$ cat src/rtl/aes_pkg.sv
// Shared AES types and the ShiftRows byte-order tables.
package aes_pkg;

   localparam int AES_NB_BYTES = 16;

   typedef logic [7:0] aes_byte_t;
   typedef logic [3:0] aes_idx_t;

   // Source byte index for output position k (column-major state).
   localparam aes_idx_t SHIFT_ROWS_IDX [AES_NB_BYTES] = '{
      4'd0,  4'd5,  4'd10, 4'd15,
      4'd4,  4'd9,  4'd14, 4'd3,
      4'd8,  4'd13, 4'd2,  4'd7,
      4'd12, 4'd1,  4'd6,  4'd11
   };

   localparam aes_idx_t INV_SHIFT_ROWS_IDX [AES_NB_BYTES] = '{
      4'd0,  4'd13, 4'd10, 4'd7,
      4'd4,  4'd1,  4'd14, 4'd11,
      4'd8,  4'd5,  4'd2,  4'd15,
      4'd12, 4'd9,  4'd6,  4'd3
   };

endpackage

$ cat src/rtl/aes_state_bank.sv
// One 16-byte AES state register file: one write port, one async read port.
module aes_state_bank
   import aes_pkg::*;
#(
   parameter int BYTE_W = 8
) (
   input  logic              clk,
   input  logic              rst_n,
   input  logic              we,
   input  aes_idx_t          widx,
   input  logic [BYTE_W-1:0] wdata,
   input  aes_idx_t          ridx,
   output logic [BYTE_W-1:0] rdata
);

   logic [BYTE_W-1:0] mem [AES_NB_BYTES];

   always_ff @(posedge clk or negedge rst_n) begin
      if (!rst_n) begin
         for (int i = 0; i < AES_NB_BYTES; i++) begin
            mem[i] <= '0;
         end
      end else if (we) begin
         mem[widx] <= wdata;
      end
   end

   assign rdata = mem[ridx];

endmodule

$ cat src/rtl/aes_shift_rows_buf.sv
// Byte-serial ShiftRows: ping-pong collects column-major states,
// replays each in (Inv)ShiftRows order while the other bank fills.
module aes_shift_rows_buf
   import aes_pkg::*;
#(
   parameter int BYTE_W  = 8,
   parameter bit INVERSE = 1'b0
) (
   input  logic              clk,
   input  logic              rst_n,
   input  logic              flush,
   input  logic [BYTE_W-1:0] in_data,
   input  logic              in_valid,
   output logic              in_ready,
   output logic [BYTE_W-1:0] out_data,
   output logic              out_valid,
   input  logic              out_ready,
   output logic              out_last
);

   logic [1:0]        full;
   logic              wr_bank;
   logic              rd_bank;
   aes_idx_t          wr_cnt;
   aes_idx_t          rd_cnt;
   aes_idx_t          src_idx;
   logic              in_fire;
   logic              out_fire;
   logic [1:0]        we;
   logic [BYTE_W-1:0] rdata0;
   logic [BYTE_W-1:0] rdata1;

   assign in_ready  = !full[wr_bank];
   assign out_valid = full[rd_bank];
   assign out_last  = out_valid && (rd_cnt == 4'd15);
   assign in_fire   = in_valid && in_ready;
   assign out_fire  = out_valid && out_ready;

   assign src_idx = INVERSE ? INV_SHIFT_ROWS_IDX[rd_cnt]
                            : SHIFT_ROWS_IDX[rd_cnt];

   // Writes in a flush cycle are dropped.
   assign we[0] = in_fire && !flush && !wr_bank;
   assign we[1] = in_fire && !flush &&  wr_bank;

   aes_state_bank #(.BYTE_W(BYTE_W)) u_bank0 (
      .clk   (clk),
      .rst_n (rst_n),
      .we    (we[0]),
      .widx  (wr_cnt),
      .wdata (in_data),
      .ridx  (src_idx),
      .rdata (rdata0)
   );

   aes_state_bank #(.BYTE_W(BYTE_W)) u_bank1 (
      .clk   (clk),
      .rst_n (rst_n),
      .we    (we[1]),
      .widx  (wr_cnt),
      .wdata (in_data),
      .ridx  (src_idx),
      .rdata (rdata1)
   );

   assign out_data = rd_bank ? rdata1 : rdata0;

   // A write only fills a non-full bank and a read only drains a
   // full one, so both full-bit updates always hit different bits.
   always_ff @(posedge clk or negedge rst_n) begin
      if (!rst_n) begin
         full    <= 2'b00;
         wr_bank <= 1'b0;
         rd_bank <= 1'b0;
         wr_cnt  <= '0;
         rd_cnt  <= '0;
      end else if (flush) begin
         full    <= 2'b00;
         wr_bank <= 1'b0;
         rd_bank <= 1'b0;
         wr_cnt  <= '0;
         rd_cnt  <= '0;
      end else begin
         if (in_fire) begin
            wr_cnt <= wr_cnt + 4'd1;
            if (wr_cnt == 4'd15) begin
               full[wr_bank] <= 1'b1;
               wr_bank       <= !wr_bank;
            end
         end
         if (out_fire) begin
            rd_cnt <= rd_cnt + 4'd1;
            if (rd_cnt == 4'd15) begin
               full[rd_bank] <= 1'b0;
               rd_bank       <= !rd_bank;
            end
         end
      end
   end

endmodule

$ cat config.mk
export PLATFORM = sky130hd
export DESIGN_NAME = aes_shift_rows_buf
export DESIGN_NICKNAME = d
export VERILOG_FILES = /design/src/rtl/aes_pkg.sv /design/src/rtl/aes_state_bank.sv /design/src/rtl/aes_shift_rows_buf.sv
export SDC_FILE = /design/constraint.sdc
export NUM_CORES = 1
export LEC_CHECK = 0
export ABC_AREA = 1
export CAP_MARGIN = 40
export CORE_UTILIZATION = 50
export CTS_CLUSTER_SIZE = 14
export DETAILED_ROUTE_END_ITERATION = 12
export PLACE_DENSITY = 0.67
export SYNTH_ARGS = -nofsm -noshare
export SYNTH_HDL_FRONTEND = slang
export SYNTH_HIERARCHICAL = 1
export SYNTH_SLANG_ARGS = --single-unit
export TNS_END_PERCENT = 5
$ cat constraint.sdc
create_clock -name clk -period 6.5 [get_ports clk]
set_clock_uncertainty 0.05 [all_clocks]
set_input_delay 1.3 -clock clk [delete_from_list [all_inputs] [get_ports clk]]
set_output_delay 1.3 -clock clk [all_outputs]
set_load 0.005 [all_outputs]
==> results.yml, run 1 <==
floorplanning:
  num_rows: 59
  core_um2: 26200
  start_util: 0.512
  die_x_um: 166
  die_area_um2: 27500
  die_y_um: 166
  io_pins: 24
worst_setup_path:
  path_cells: "buf_4 -> xor2_2 -> buf_4 -> inv_1 -> nand3_1 -> nand3_1 -> nand2_1 -> nand2_1 -> nand2_1 -> clkdlybuf4s50_1"
  worstSetupEndpointType: "primary output"
  max_stage_delay_ps: 530
  crit_family: "buffers and inverters"
  cp_common_cell: "nand2_1"
  path_buf_inv: 4
  worstPathMaxFanout: 60
  path_depth: 10
  rrSetupSlack_ps: 3540
  cp_slowest_cell: "buf_4"
  cp.arrival_ps: 3550
  criticalPathCategory: "reg2out"
  required_ps: 5150
  cp-start-kind: "flop"
  reg2reg_depth: 9
global_routing:
  grt_use_total: 0.274
  grt-ovfl-total: 0
  grt_pass1_wl_um: 60200
  first_global_vias: 11100
  antenna_found_initial: 0
  grt_max_degree: 127
placed_design:
  place_hpwl_um: 23900
  io_buffers: 23
  dpl_worst_slack_ps: 2180
  place_area_um2: 13900
  globalplace.congestion: 0.917
synth:
  synth-warning-count: 6
  avgSynthCellArea_um2: 7.33
  ys_seq_area_frac: 0.500
  ys_types: 27
  synth_top_area_cell: "dfrtp_1"
  synth_area_leaders: "dfrtp_1 50%, nand2_1 17%, o21ai_0 9.6%"
  netlist_instances: 1832
  synth-seq-cells: 268
  synth_top_area_share: 0.500
  netlist_area_um2: 13400
  syn_nets: 1847
job:
  max_cap_violations: 0
routing:
  routedWlPerCell_um: 17.0
  drtIter0Drc: 1300
  vias_per_cell: 5.38
  wirelength_um: 36700
  drc_errors: 2
  vias: 11600
  first_pass_iters: 10
  ant_nets: 0
power:
  p_leak_nw: 7.12
  p_total_mw: 3.79
  ir_drop_mv: 0.196
  power.density_nw_per_um2: 256
clock_tree:
  cts_tree: "done"
  hold_buffers: 0
  cts_buffer_depth: 3
  cts_root_buffer: "clkbuf_16"
  cts.sinks: 268
  post_cts_buffers: 0
  clk_latency_ps: 550
  clkSlewWorstSetupHoldPaths_ps: 60
  htreeDepth: 1
  ctsResizeCount: 0
  cts-buffers-inserted: 29
final_layout:
  drive_gt1_frac: 0.0580
  final_area_um2: 14800
  num-nets-final: 1822
  utilization: 0.566
  nFillCells: 2502
  seq_area_um2: 6710
  diodes: 0
  multi_input_area_um2: 5200
  area_growth_pct: 10.5
timing:
  min_period_ps: 4900
  period_share: 0.754
  tightest_slew_ps: 872
  totalNegativeSetupSlack_ps: 0
  worst_slack_ps: 1600
  max_freq_mhz: 204
  setup_violations: 0
  hold_violations: 0
  slew_viol_final: 0
  slew_headroom: 0.417
  rsz0062_at_grt: "false"
worst_hold_path:
  hold-path-cell-count: 2
  hold_path_class: "reg2reg"
run_status:
  violations: "design-rule violations"
  status: "complete, but fails checks"
[flip-flops by register name, summed over array words and instances, names as in the netlist]
register,count
full,2
rd_bank,1
rd_cnt,4
u_bank0/mem,128
u_bank1/mem,128
wr_bank,1
wr_cnt,4
[Yosys cell counts]
library cell	n
nor2_1	22
clkinv_2	2
clkbuf_1	54
buf_2	30
nand2_2	4
o21ai_2	2
xor2_1	2
o21ai_1	3
clkinv_1	2
nand2_1	599
or2_0	1
nand3_2	1
or2_2	4
ha_1	2
nand3_1	243
buf_4	2
nor2_4	1
nand2_4	1
nand4_1	11
nor2_2	11
nor3_2	4
buf_1	18
o21ai_0	258
dfrtp_1	268
xnor2_1	1
inv_2	3
inv_1	283
[worst register-to-register path, delay by kind of cell (launching register included)]
kind,cells,cell delay [ps]
DFF,1,430
buffers and inverters,2,200
AOI/OAI and AO/OA,1,210
and+or+nand+nor,6,1910
[power breakdown]
group	total [mW]	switching (mW)	internal [mW]
Sequential	1.83	0.0595	1.77
Clock	1.57	0.677	0.896
Combinational	0.386	0.240	0.146
[path summary, 6_finish.rpt]
| check | start | end |
|---|---|---|
| max | rd_cnt[0] | out_data[7] |
| min | u_bank1/mem[90] | u_bank1/mem[90] |
| max reg2reg | wr_bank | u_bank1/mem[73] |
| min reg2reg | u_bank1/mem[90] | u_bank1/mem[90] |
| max in group asynchronous | rst_n | rd_cnt[0] |
| min in group asynchronous | rst_n | u_bank0/mem[19] |
[per-stage QoR]
step                      cells  hold WS [ps]
after detailed placement   2111           414
after CTS                  2162           429
after global routing       2162           454
after global placement     2103           410
final                      2162           430
after floorplan            1832           395
[layer usage]
metal | part of all wire | global-route usage
met5 | 0 | 0
met1 | 0.44 | 0.370
met4 | 0.043 | 0.112
met2 | 0.47 | 0.454
met3 | 0.052 | 0.0324
[layout make-up]
type | instances | area share
clock buffers | 43 | 0.0572
clock inverters | 8 | 0.00312
inverters | 290 | 0.0736
multi-input cells | 1170 | 0.350
flip-flops and latches | 268 | 0.453
well taps | 335 | 0.0283
repair buffers | 48 | 0.0350
[layout by cell type, fill, tap and decap left out, types with 2 or more instances in the layout]
cell type | netlist | routed
buf_16 | 0 | 4
buf_4 | 2 | 19
clkbuf_1 | 54 | 7
clkbuf_16 | 0 | 29
clkbuf_8 | 0 | 7
clkdlybuf4s50_1 | 0 | 22
clkinv_1 | 2 | 2
clkinv_2 | 2 | 8
dfrtp_1 | 268 | 266
ha_1 | 2 | 2
inv_1 | 283 | 283
inv_2 | 3 | 3
nand2_1 | 599 | 599
nand2_2 | 4 | 4
nand3_1 | 243 | 243
nand4_1 | 11 | 11
nor2_1 | 22 | 22
nor2_2 | 11 | 11
nor3_2 | 4 | 4
o21ai_0 | 258 | 258
o21ai_1 | 3 | 3
o21ai_2 | 2 | 2
or2_2 | 4 | 4
[cells by family (layout without fill, tap and decap cells)]
family,count (synthesis),after routing,share of synthesized area
buffers and inverters,394,389,0.114
adder cells (fa/ha/maj),2,2,0.00186
AND/OR/NAND/NOR,902,902,0.284
AO/OA/AOI/OAI,263,263,0.0986
XOR/XNOR,3,3,0.00196
flip-flops,268,268,0.500
No activity file was read; power rests on OpenSTA's default activity.
==> run 2, diff against run 1 <==
- PLACE_DENSITY: 0.67 -> 0.7
- clock period: 6.5 -> 4 ns (I/O delays scaled with it)
==> run 2 against run 1 <==
  * The run still ends with design-rule violations left
  * Worst setup slack got worse by 1500 ps
  * Register-to-register slack lost 2000 ps
  * Die area unchanged
  * Count of clock-buffer cells in the layout is 3 higher
  * Critical path depth stayed put
  * Sequential share of layout area fell by 0.63 points
  * Combinational power rose by 74%
  * Critical endpoint is now out_data[4]
  * Largest cell class unchanged
  * Largest power group unchanged
==> results.yml, run 2 (same netlist as run 1, synthesis figures left out) <==
clock_tree:
  clkSlewWorstSetupHoldPaths_ps: 60
  cts-buffers-inserted: 29
  cts_buffer_depth: 3
  clk_latency_ps: 550
  cts_root_buffer: "clkbuf_16"
  cts_tree: "done"
  hold_buffers: 0
  htreeDepth: 1
  cts.sinks: 268
placed_design:
  place_area_um2: 14000
  place_hpwl_um: 24500
  dpl_worst_slack_ps: 607
  globalplace.congestion: 0.957
  io_buffers: 23
  place_inst: 2118
global_routing:
  grt.met2_usage: 0.410
  grt_use_met3: 0.0510
  antenna_found_initial: 0
  grt_max_degree: 121
  grt-ovfl-total: 0
  grtUsageMet1: 0.412
  grt_pass1_wl_um: 60400
  first_global_vias: 10900
  grt_use_total: 0.277
  gr-max-usage-layer: "met1"
timing:
  worst_slack_ps: 57.7
  slew_headroom: 0.352
  min_period_ps: 3940
  max_freq_mhz: 254
  slew_viol_final: 0
  period_share: 0.986
  hold_violations: 0
  setup_violations: 0
  tightest_slew_ps: 972
worst_setup_path:
  required_ps: 3150
  cp.arrival_ps: 3090
  worstSetupEndpointType: "primary output"
  worstPathMaxFanout: 13
  rrSetupSlack_ps: 1540
  criticalPathCategory: "reg2out"
  cp-start-kind: "flop"
floorplanning:
  die_x_um: 166
  core_um2: 26200
  start_util: 0.512
  die_area_um2: 27500
  io_pins: 24
  die_y_um: 166
  num_rows: 59
run_status:
  violations: "design-rule violations"
  status: "complete, but fails checks"
power:
  ir_drop_mv: 0.326
  power.density_nw_per_um2: 422
  p_leak_nw: 7.23
  p_total_mw: 6.35
routing:
  drc_errors: 2
  vias_per_cell: 5.40
  vias: 11800
  wirelength_um: 37600
  routedWlPerCell_um: 17.3
  ant_nets: 0
  first_pass_iters: 11
  drtIter0Drc: 1548
final_layout:
  final_area_um2: 15000
  fin_cells: 2180
  area_growth_pct: 12.1
  reg_top3: "u_bank0/mem x128, u_bank1/mem x128"
  num-nets-final: 1840
  drive_gt1_frac: 0.0705
  layout_common_cells: "599 x nand2_1, 280 x inv_1, 265 x dfrtp_1, 258 x o21ai_0, 243 x nand3_1"
  final_common_cell: "nand2_1"
  diodes: 0
job:
  max_cap_violations: 0
worst_hold_path:
  hold_path_class: "in2async"
==> run 2: where the power goes <==
part | internal [mW] | switching [mW] | leakage [nW]
combinational | 0.241 | 0.428 | 3.74
clock | 1.63 | 1.07 | 0.478
sequential | 2.88 | 0.0952 | 3.02
==> run 2: per-stage QoR <==
step	utilization	setup TNS, ps	hold WS (ps)
2_1_floorplan	-	0	395
3_3_place_gp	0.533	0	414
3_5_place_dp	0.533	0	417
4_1_cts	0.569	0	355
5_1_grt	0.574	-13.0	400
6_report	0.574	0	282
==> run 2: worst max-delay path: stages (launching register included) <==
cell and delay, ps:
dfrtp_4 530, xor2_2 290, buf_4 300, clkinvlp_4 160
buf_4 190, nand3_1 100, nand3_1 70, nand2_1 120
nand2_1 70, nand2_1 170, clkdlybuf4s50_1 530
==> run 2: what timing repair did <==
item,CTS,global route
setup endpoints to repair,0,8
resized for setup,0,10
setup buffers,0,10
==> run 2: path summary, 6_finish.rpt <==
kind,from,endpoint,cells after the start
setup / recovery,rd_cnt[0],out_data[4],10
hold / removal,rst_n,u_bank1/mem[32],1
setup reg to reg,wr_bank,u_bank0/mem[84],10
hold reg to reg,u_bank1/mem[90],u_bank1/mem[90],2
max in group asynchronous,rst_n,u_bank0/mem[94],2
min in group clk,u_bank1/mem[90],u_bank1/mem[90],2
==> run 2: area by class of cell <==
type	instances	area, um2
fillers	2485	11200
flip-flops and latches	268	6710
multi-input cells	1170	5210
inverters	290	1100
clock buffers	46	890
repair buffers	66	637
well taps	335	419
clock inverters	5	75.1
==> run 2: layer usage <==
metal | vias to the layer above | part of all wire
met5 | - | 0
met4 | 0 | 0.029
met3 | 64 | 0.083
met2 | 461 | 0.43
met1 | 5567 | 0.46
li1 | 5671 | -
